--- src/rtl/ctrl_defs_pkg.sv ---
// Shared encodings for the multi-cycle RV32I control path: states, opcodes, mux selects and the
// per-state Moore decode of the datapath controls.
package ctrl_defs_pkg;

   typedef enum logic [3:0] {
      StIf     = 4'd0,
      StId     = 4'd1,
      StExR    = 4'd2,
      StExI    = 4'd3,
      StExAddr = 4'd4,
      StMemRd  = 4'd5,
      StMemWr  = 4'd6,
      StWb     = 4'd7,
      StWbLd   = 4'd8,
      StExBr   = 4'd9,
      StExJal  = 4'd10,
      StExJalr = 4'd11,
      StPcInc  = 4'd12,
      StHalt   = 4'd13
   } state_e;

   localparam logic [6:0] OpRType  = 7'b0110011;
   localparam logic [6:0] OpIType  = 7'b0010011;
   localparam logic [6:0] OpLoad   = 7'b0000011;
   localparam logic [6:0] OpStore  = 7'b0100011;
   localparam logic [6:0] OpBranch = 7'b1100011;
   localparam logic [6:0] OpJal    = 7'b1101111;
   localparam logic [6:0] OpJalr   = 7'b1100111;
   localparam logic [6:0] OpSystem = 7'b1110011;

   localparam logic [1:0] AluOpAdd   = 2'b00;
   localparam logic [1:0] AluOpSub   = 2'b01;
   localparam logic [1:0] AluOpRType = 2'b10;
   localparam logic [1:0] AluOpIType = 2'b11;

   localparam logic [1:0] SrcBReg  = 2'b00;
   localparam logic [1:0] SrcBFour = 2'b01;
   localparam logic [1:0] SrcBImm  = 2'b10;

   localparam logic [1:0] WbAluOut  = 2'b00;
   localparam logic [1:0] WbMdr     = 2'b01;
   localparam logic [1:0] WbPcPlus4 = 2'b10;

   localparam logic PcSrcAlu    = 1'b0;
   localparam logic PcSrcAluOut = 1'b1;

   localparam logic [2:0] F3Beq = 3'b000;
   localparam logic [2:0] F3Bne = 3'b001;
   localparam logic [2:0] F3Blt = 3'b100;
   localparam logic [2:0] F3Bge = 3'b101;

   typedef struct packed {
      logic       pc_write;
      logic       pc_source;
      logic       i_or_d;
      logic       mem_read;
      logic       mem_write;
      logic       ir_write;
      logic       alu_src_a;
      logic [1:0] alu_src_b;
      logic [1:0] aluop;
      logic       reg_write;
      logic [1:0] wb_sel;
      logic       is_halted;
   } ctrl_t;

   // ir_write and the branch pc_write depend on inputs and are overlaid by the top.
   function automatic ctrl_t decode_state(input state_e st);
      ctrl_t c;
      c = '0;
      case (st)
         StIf: begin
            c.mem_read = 1'b1;
         end
         StId: begin
            c.alu_src_b = SrcBImm;
            c.aluop     = AluOpAdd;
         end
         StExR: begin
            c.alu_src_a = 1'b1;
            c.alu_src_b = SrcBReg;
            c.aluop     = AluOpRType;
         end
         StExI: begin
            c.alu_src_a = 1'b1;
            c.alu_src_b = SrcBImm;
            c.aluop     = AluOpIType;
         end
         StExAddr: begin
            c.alu_src_a = 1'b1;
            c.alu_src_b = SrcBImm;
            c.aluop     = AluOpAdd;
         end
         StMemRd: begin
            c.i_or_d   = 1'b1;
            c.mem_read = 1'b1;
         end
         StMemWr: begin
            c.i_or_d    = 1'b1;
            c.mem_write = 1'b1;
         end
         StWb: begin
            c.reg_write = 1'b1;
            c.wb_sel    = WbAluOut;
         end
         StWbLd: begin
            c.reg_write = 1'b1;
            c.wb_sel    = WbMdr;
         end
         StExBr: begin
            c.alu_src_a = 1'b1;
            c.alu_src_b = SrcBReg;
            c.aluop     = AluOpSub;
            c.pc_source = PcSrcAluOut;
         end
         StExJal: begin
            c.reg_write = 1'b1;
            c.wb_sel    = WbPcPlus4;
            c.pc_write  = 1'b1;
            c.pc_source = PcSrcAluOut;
         end
         StExJalr: begin
            c.alu_src_a = 1'b1;
            c.alu_src_b = SrcBImm;
            c.aluop     = AluOpAdd;
            c.reg_write = 1'b1;
            c.wb_sel    = WbPcPlus4;
            c.pc_write  = 1'b1;
            c.pc_source = PcSrcAlu;
         end
         StPcInc: begin
            c.alu_src_b = SrcBFour;
            c.aluop     = AluOpAdd;
            c.pc_write  = 1'b1;
            c.pc_source = PcSrcAlu;
         end
         StHalt: begin
            c.is_halted = 1'b1;
         end
         default: c = '0;
      endcase
      return c;
   endfunction

endpackage

--- src/rtl/branch_resolve.sv ---
// Branch condition evaluation from funct3 and the ALU compare flags of the subtraction.
module branch_resolve
   import ctrl_defs_pkg::*;
(
   input  logic [2:0] funct3,
   input  logic [2:0] alu_bcond,
   output logic       taken
);

   logic unused_gt;
   assign unused_gt = alu_bcond[2];

   always_comb begin
      taken = 1'b0;
      case (funct3)
         F3Beq:   taken = alu_bcond[0];
         F3Bne:   taken = ~alu_bcond[0];
         F3Blt:   taken = alu_bcond[1];
         F3Bge:   taken = ~alu_bcond[1];
         default: taken = 1'b0;
      endcase
   end

endmodule

--- src/rtl/multicycle_ctrl_fsm.sv ---
// Main sequencer of the multi-cycle RV32I core (IF/ID/EX/MEM/WB, one instruction in flight).
// Define CTRL_PERF_CNT_EN to add the cycle_count and instret performance counters.
module multicycle_ctrl_fsm
   import ctrl_defs_pkg::*;
#(
   parameter int unsigned MEM_HANDSHAKE = 1
) (
   input  logic        clk,
   input  logic        reset,
   input  logic [6:0]  opcode,
   input  logic [2:0]  funct3,
   input  logic [2:0]  alu_bcond,
   input  logic        ecall_halt_req,
   input  logic        mem_ready,
   output logic        pc_write,
   output logic        pc_source,
   output logic        i_or_d,
   output logic        mem_read,
   output logic        mem_write,
   output logic        ir_write,
   output logic        alu_src_a,
   output logic [1:0]  alu_src_b,
   output logic [1:0]  aluop,
   output logic        reg_write,
   output logic [1:0]  wb_sel,
   output logic        is_halted
`ifdef CTRL_PERF_CNT_EN
   ,
   output logic [31:0] cycle_count,
   output logic [31:0] instret
`endif
);

   state_e state_q, state_d;
   ctrl_t  ctrl_q, ctrl_o;
   logic   rdy, taken;

   assign rdy = (MEM_HANDSHAKE == 0) ? 1'b1 : mem_ready;

   branch_resolve u_branch_resolve (
      .funct3    (funct3),
      .alu_bcond (alu_bcond),
      .taken     (taken)
   );

   always_comb begin
      state_d = state_q;
      case (state_q)
         StIf: if (rdy) state_d = StId;
         StId: begin
            case (opcode)
               OpRType:         state_d = StExR;
               OpIType:         state_d = StExI;
               OpLoad, OpStore: state_d = StExAddr;
               OpBranch:        state_d = StExBr;
               OpJal:           state_d = StExJal;
               OpJalr:          state_d = StExJalr;
               OpSystem:        state_d = ecall_halt_req ? StHalt : StPcInc;
               default:         state_d = StPcInc;
            endcase
         end
         StExR, StExI: state_d = StWb;
         StExAddr:     state_d = (opcode == OpLoad) ? StMemRd : StMemWr;
         StMemRd:      if (rdy) state_d = StWbLd;
         StMemWr:      if (rdy) state_d = StPcInc;
         StWb, StWbLd: state_d = StPcInc;
         StExBr:       state_d = taken ? StIf : StPcInc;
         StExJal, StExJalr, StPcInc: state_d = StIf;
         StHalt:       state_d = StHalt;
         default:      state_d = StIf;
      endcase
   end

   // Moore controls are registered from the next state so they line up with state_q.
   always_ff @(posedge clk) begin
      if (reset) begin
         state_q <= StIf;
         ctrl_q  <= decode_state(StIf);
      end else begin
         state_q <= state_d;
         ctrl_q  <= decode_state(state_d);
      end
   end

   always_comb begin
      ctrl_o          = ctrl_q;
      ctrl_o.ir_write = (state_q == StIf) && rdy;
      if (state_q == StExBr) ctrl_o.pc_write = taken;
      if (reset) ctrl_o = '0;
   end

   assign pc_write  = ctrl_o.pc_write;
   assign pc_source = ctrl_o.pc_source;
   assign i_or_d    = ctrl_o.i_or_d;
   assign mem_read  = ctrl_o.mem_read;
   assign mem_write = ctrl_o.mem_write;
   assign ir_write  = ctrl_o.ir_write;
   assign alu_src_a = ctrl_o.alu_src_a;
   assign alu_src_b = ctrl_o.alu_src_b;
   assign aluop     = ctrl_o.aluop;
   assign reg_write = ctrl_o.reg_write;
   assign wb_sel    = ctrl_o.wb_sel;
   assign is_halted = ctrl_o.is_halted;

`ifdef CTRL_PERF_CNT_EN
   logic [31:0] cycle_count_q, cycle_count_d;
   logic [31:0] instret_q, instret_d;

   always_comb begin
      cycle_count_d = cycle_count_q;
      instret_d     = instret_q;
      if (state_q != StHalt) cycle_count_d = cycle_count_q + 32'd1;
      if ((state_d == StIf) && (state_q != StIf)) instret_d = instret_q + 32'd1;
   end

   always_ff @(posedge clk) begin
      if (reset) begin
         cycle_count_q <= '0;
         instret_q     <= '0;
      end else begin
         cycle_count_q <= cycle_count_d;
         instret_q     <= instret_d;
      end
   end

   assign cycle_count = cycle_count_q;
   assign instret     = instret_q;
`endif

endmodule
--- config.mk ---
export PLATFORM = sky130hd
export DESIGN_NAME = multicycle_ctrl_fsm
export DESIGN_NICKNAME = d
export VERILOG_FILES = /design/src/rtl/ctrl_defs_pkg.sv /design/src/rtl/branch_resolve.sv /design/src/rtl/multicycle_ctrl_fsm.sv
export SDC_FILE = /design/constraint.sdc
export NUM_CORES = 1
export LEC_CHECK = 0
export BUFFER_PORTS_ARGS = -buffer_cell sky130_fd_sc_hd__buf_2
export CORE_ASPECT_RATIO = 1.5
export CORE_UTILIZATION = 35
export CTS_BUF_LIST = sky130_fd_sc_hd__clkbuf_4 sky130_fd_sc_hd__clkbuf_8 sky130_fd_sc_hd__clkbuf_16
export DETAILED_ROUTE_END_ITERATION = 8
export PLACE_DENSITY_LB_ADDON = 0.15
export SKIP_CTS_REPAIR_TIMING = 1
export SYNTH_ARGS = -nofsm -noshare
export SYNTH_HDL_FRONTEND = slang
export SYNTH_HIERARCHICAL = 1
export SYNTH_SLANG_ARGS = --single-unit
--- constraint.sdc ---
create_clock -name clk -period 2.5 [get_ports clk]
set_clock_uncertainty 0.05 [all_clocks]
set_input_delay 0.125 -clock clk [delete_from_list [all_inputs] [get_ports clk]]
set_output_delay 0.125 -clock clk [all_outputs]
set_load 0.01 [all_outputs]
==> results.py, run 1 <==
metrics = {
    "final_layout": {
        "fin_cells": 203,
        "multiInputGateArea_sq_um": 710.7,
        "fin_area_sq_um": 1334,
        "drive_above_1_share_pct": 29.45,
        "nets": 181,
        "layout_commonest_cell": "buf_2",
        "num_antenna_cells": 0,
        "syn_to_final_growth_pct": 17.01,
        "fill_cells": 332,
        "seqCellArea_sq_um": 360.3,
        "final_cell_mix": "buf_2, dfxtp_1, nor2_1",
    },
    "clock_tree": {
        "cts_tree": "yes",
        "root_buffer": "clkbuf_8",
        "worstSkewPairLatency_ns": 0.25,
        "numCtsBuffers": 3,
        "clkSinkCount": 18,
        "clk_pin_slew_ns": 0.07,
        "cts_buffer_depth": 2,
        "ctsHtreeMaxLevel": 1,
    },
    "run_status": {
        "status": "completed",
    },
    "routing": {
        "drt_iter0_markers": 32,
        "drtPass1Iterations": 4,
        "drc_errors": 0,
        "route.detailed.wl_per_inst_um": 11.81,
        "wirelength_um": 2398,
        "via_per_inst": 5.281,
        "vias": 1072,
        "ant_nets": 0,
    },
    "logic_synthesis": {
        "ys.flop_type": "dfxtp_1",
        "ys_warn_count": 6,
        "synthCells": 137,
        "postSynthAreaPerCell_sq_um": 8.320,
        "synthArstFlopShare_pct": 0,
        "synth_area_sq_um": 1140,
        "netlist.area_leader.share_pct": 31.61,
        "yosys.cell_types.count": 46,
        "synth_fp_nets": 154,
        "synth_edf_count": 0,
        "ys_ff_latch": 18,
        "ys_seq_area_share_pct": 31.61,
        "synth_top_area_cell": "dfxtp_1",
        "synth_area_leaders": "dfxtp_1, nor2b_1, nor2_1",
    },
    "setup_path": {
        "slowest_delay_ns": 0.65,
        "critPathLaunchType": "flop",
        "critical-path-slowest-cell": "nor3_1",
        "crit_type": "flop to flop",
        "startpoint": "state_q[1]",
        "reg2reg_from": "state_q[1]",
        "cp_max_fo": 10,
        "worst_ep_arrival_time_ns": 2.40,
        "cp_cell_sequence": "nand2b_4 -> or3_1 -> a221oi_2 -> nor3_1 -> o21ai_0 -> a21o_1",
        "end_kind": "flop",
        "cp.required_ns": 2.60,
    },
    "sta": {
        "relSlewSlack_pct": 48.93,
        "hold_viol": 0,
        "setup_violations": 0,
        "fmax_mhz": 436.0,
        "rsz0062_at_grt": "false",
        "post-route-min-period_ns": 2.293,
        "setup_tns_ns": 0,
        "final.period_utilization_pct": 91.74,
        "worst_pin_slew_ns": 0.7602,
        "slew_violations": 0,
    },
    "hold_path": {
        "hp-start": "mem_ready",
        "min_path_type": "input pin to flop",
    },
    "power": {
        "p_per_area_nw_per_um2": 1061,
        "switching_share_pct": 41.87,
        "power_frac_seq_pct": 31.1,
        "p_leak_uw": 0.0005594,
        "power_switching_uw": 592.7,
        "power_frac_clock_pct": 16.6,
        "combPwrFrac_pct": 52.4,
        "max-vdd-ir-drop_mv": 0.4958,
        "intPower_uw": 822.7,
    },
    "place": {
        "post-place-cells": 199,
        "gp_congestion": 0.8024,
        "port_buffers": 30,
        "dp_hpwl_um": 1788,
        "post_dp_cell_area_sq_um": 1279,
    },
    "global_routing": {
        "grt_pass1_wl_um": 4236,
        "grt-ovfl-total": 0,
        "grt_pass1_vias": 995,
        "grtUsageTotal_pct": 15.46,
        "antenna_found_initial": 0,
        "grt_max_degree": 31,
    },
    "die": {
        "io-pin-count": 32,
        "die_y_um": 71.90,
        "start_util_pct": 36.44,
        "rows": 25,
        "core_region_area_sq_um": 3128,
        "die_w_um": 48.60,
        "die_area_sq_um": 3494,
    },
    "run": {
        "maxCapViolCount": 0,
    },
}
==> state kept, by name, summed over array words and instances, names as in the netlist <==
signal,cells
ctrl_q,14
state_q,4
==> area by class of cell <==
| class | instances | share of cell area, % |
|---|---|---|
| sequential | 18 | 27.02 |
| inverter | 2 | 0.5629 |
| clock buffer | 4 | 4.128 |
| multi-input combinational | 109 | 53.28 |
| tap | 40 | 3.752 |
| timing repair buffer | 30 | 11.26 |
==> power by group through the flow <==
stage	clock, uW	combinational (uW)	sequential, uW
floorplan	0	659	397
global placement	0	738	441
detailed placement	0	743	445
CTS	241	746	438
global route	249	832	455
finish	235	741	440
==> path summary, 6_finish.rpt <==
path,to,slack (ns),cells after the start
setup reg to reg,ctrl_q[3],0.21,6
hold reg to reg,ctrl_q[11],0.73,3
hold / removal,ctrl_q[11],0.25,4
setup / recovery,ctrl_q[3],0.21,6
==> logic make-up (layout without fill, tap and decap cells) <==
group | Yosys count | count (layout) | synth area share, %
simple gates | 77 | 77 | 39.52
compound gates | 25 | 25 | 17.02
flops | 18 | 18 | 31.61
buf+inv | 10 | 36 | 6.038
xor+xnor | 4 | 4 | 3.074
mux | 3 | 3 | 2.744
==> worst max-delay path, delay by kind of cell, from the launching register on <==
family	cells	cell delay, ns
simple gates	3	1.13
flops	1	0.55
compound gates	3	0.45
==> synthesized netlist by cell type, types with 3 or more instances <==
master	count
dfxtp_1	18
nor2_1	17
nor2b_1	16
nand3_1	8
o21ai_0	8
nand2_1	6
nor3_1	6
or3_1	5
nor4_1	4
a21oi_1	3
a31oi_1	3
==> metal layers <==
metal | vias to the layer above | wire (um) | share of wire [%] | track usage [%]
met4 | 0 | 94 | 3.9 | 9.477
met2 | 34 | 1200 | 50 | 28.01
met1 | 486 | 1025 | 43 | 17.56
met3 | 8 | 77 | 3.2 | 1.258
met5 | - | 0 | 0 | 0
li1 | 544 | - | - | -
==> per-stage QoR <==
step                util (%)  total power [uW]  setup slack, ns  hold WS [ns]
floorplan                  -              1056           0.5121        0.2749
CTS                    42.64              1425           0.2248        0.2500
global placement       40.88              1179           0.2895        0.5218
finish                 42.64              1415           0.2066        0.2530
detailed placement     40.88              1188           0.2385        0.5129
global route           42.64              1536         0.001079        0.3231
Power figures use the tool's default switching activity.
==> run 2: changes to the inputs <==
--- a/config.mk
+++ b/config.mk
@@ -10,7 +10,7 @@
 export CORE_UTILIZATION = 35
 export CTS_BUF_LIST = sky130_fd_sc_hd__clkbuf_4 sky130_fd_sc_hd__clkbuf_8 sky130_fd_sc_hd__clkbuf_16
 export DETAILED_ROUTE_END_ITERATION = 8
-export PLACE_DENSITY_LB_ADDON = 0.15
+export GPL_TIMING_DRIVEN = 0
 export SKIP_CTS_REPAIR_TIMING = 1
 export SYNTH_ARGS = -nofsm -noshare
 export SYNTH_HDL_FRONTEND = slang
==> results.py, run 2 (synthesis gave the netlist of run 1 again) <==
metrics = {
    "run_status": {
        "status": "completed",
    },
    "final_layout": {
        "regMostFlops": "ctrl_q",
        "final_cell_mix": "buf_2, dfxtp_1, nor2_1",
        "fill_cells": 328,
        "layout_commonest_cell": "buf_2",
        "largest_reg_flops": 14,
        "largestRegisters": "ctrl_q (14), state_q (4)",
        "fin_util_pct": 44.60,
        "drive_above_1_share_pct": 31.58,
        "nets": 189,
        "num_antenna_cells": 0,
        "syn_to_final_growth_pct": 22.39,
    },
    "die": {
        "rows": 25,
        "die_w_um": 48.60,
        "die_y_um": 71.90,
        "io-pin-count": 32,
        "core_region_area_sq_um": 3128,
        "start_util_pct": 36.44,
        "die_area_sq_um": 3494,
    },
    "sta": {
        "worst_pin_slew_ns": 0.7486,
        "fmax_mhz": 452.7,
        "setup_violations": 0,
        "holdWs_ns": 0.1561,
        "hold_viol": 0,
        "setup_tns_ns": 0,
        "rsz0062_at_grt": "false",
        "relSlewSlack_pct": 49.71,
        "slew_violations": 0,
        "post-route-min-period_ns": 2.209,
        "final.period_utilization_pct": 88.36,
    },
    "place": {
        "port_buffers": 30,
        "gp_congestion": 0.7904,
        "dp_hpwl_um": 2011,
    },
    "global_routing": {
        "antenna_found_initial": 0,
        "grt_max_degree": 11,
        "grt_pass1_wl_um": 4485,
        "grt-ovfl-total": 0,
        "grtUsageTotal_pct": 16.07,
        "grt_pass1_vias": 1059,
    },
    "setup_path": {
        "critPathLaunchType": "flop",
        "worst_ep_arrival_time_ns": 2.31,
        "cpMostUsedCell": "buf_6",
        "cp_cell_sequence": "buf_6 -> nand2b_4 -> or3_1 -> buf_6 -> o311ai_2 -> nand2_2 -> nor4_2",
        "cp_max_fo": 10,
        "cp.required_ns": 2.60,
        "path_buf_inv": 2,
        "end_kind": "flop",
        "critical-path-slowest-cell": "o311ai_2",
        "cp_top_family": "simple AND/OR/NAND/NOR gates",
        "slowest_delay_ns": 0.58,
        "crit_type": "flop to flop",
    },
    "power": {
        "max-vdd-ir-drop_mv": 0.6016,
        "p_per_area_nw_per_um2": 1059,
        "p_leak_uw": 0.0005934,
        "power.total_uw": 1478,
    },
    "clock_tree": {
        "clkSinkCount": 18,
        "numCtsBuffers": 3,
        "clk_pin_slew_ns": 0.07,
        "cts_buffer_depth": 2,
        "worstSkewPairLatency_ns": 0.25,
        "ctsHtreeMaxLevel": 1,
        "root_buffer": "clkbuf_8",
        "cts_tree": "yes",
    },
    "routing": {
        "drtPass1Iterations": 4,
        "ant_nets": 0,
        "via_per_inst": 5.204,
        "wirelength_um": 2557,
        "vias": 1098,
        "drc_errors": 0,
        "route.detailed.wl_per_inst_um": 12.12,
        "drt_iter0_markers": 51,
    },
    "hold_path": {
        "min_path_type": "input pin to flop",
    },
    "run": {
        "maxCapViolCount": 0,
    },
}
run 2: per-layer routing:
| metal | routed length (um) | vias to the layer above | GRT usage, % |
|---|---|---|---|
| li1 | - | 568 | - |
| met1 | 981 | 488 | 16.60 |
| met2 | 1435 | 40 | 31.61 |
| met3 | 101 | 2 | 2.306 |
| met4 | 40 | 0 | 7.190 |
| met5 | 0 | - | 0 |
run 2: path summary, 6_finish.rpt:
path	startpoint	end	slack, ns	cells past startpoint
setup reg to reg	state_q[1]	ctrl_q[10]	0.29	7
hold reg to reg	state_q[3]	ctrl_q[11]	0.75	3
hold / removal	reset	ctrl_q[2]	0.16	3
setup / recovery	state_q[1]	ctrl_q[10]	0.29	7
run 2: final cells by class:
cell class              count  area (sq um)  area share, %
clock buffers               4         55.05          3.946
well taps                  40         50.05          3.587
multi-input cells         109         710.7          50.94
flip-flops and latches     18         360.3          25.83
repair buffers             30         150.1          10.76
plain buffers               8         61.31          4.395
inverters                   2         7.507         0.5381
run 2: report_power, final:
| part | leakage (uW) | internal (uW) | switching (uW) |
|---|---|---|---|
| Clock | 0.0000288 | 140 | 91.7 |
| Sequential | 0.000147 | 369 | 29.7 |
| Combinational | 0.000418 | 357 | 490 |
run 2: worst register-to-register path, cell delays in order (launching register included):
cell      delay, ns
dfxtp_1        0.31
buf_6          0.13
nand2b_4       0.15
or3_1          0.33
buf_6          0.15
o311ai_2       0.58
nand2_2        0.13
nor4_2         0.29
run 2: through the flow:
| step | setup WS (ns) | cell area [sq um] | instances |
|---|---|---|---|
| floorplan | 0.5121 | 1140 | 137 |
| finish | 0.2909 | 1395 | 211 |
| CTS | 0.3002 | 1395 | 211 |
| global route | 0.1483 | 1395 | 211 |
| detailed placement | 0.3243 | 1340 | 207 |
| global placement | 0.3847 | 1340 | 207 |
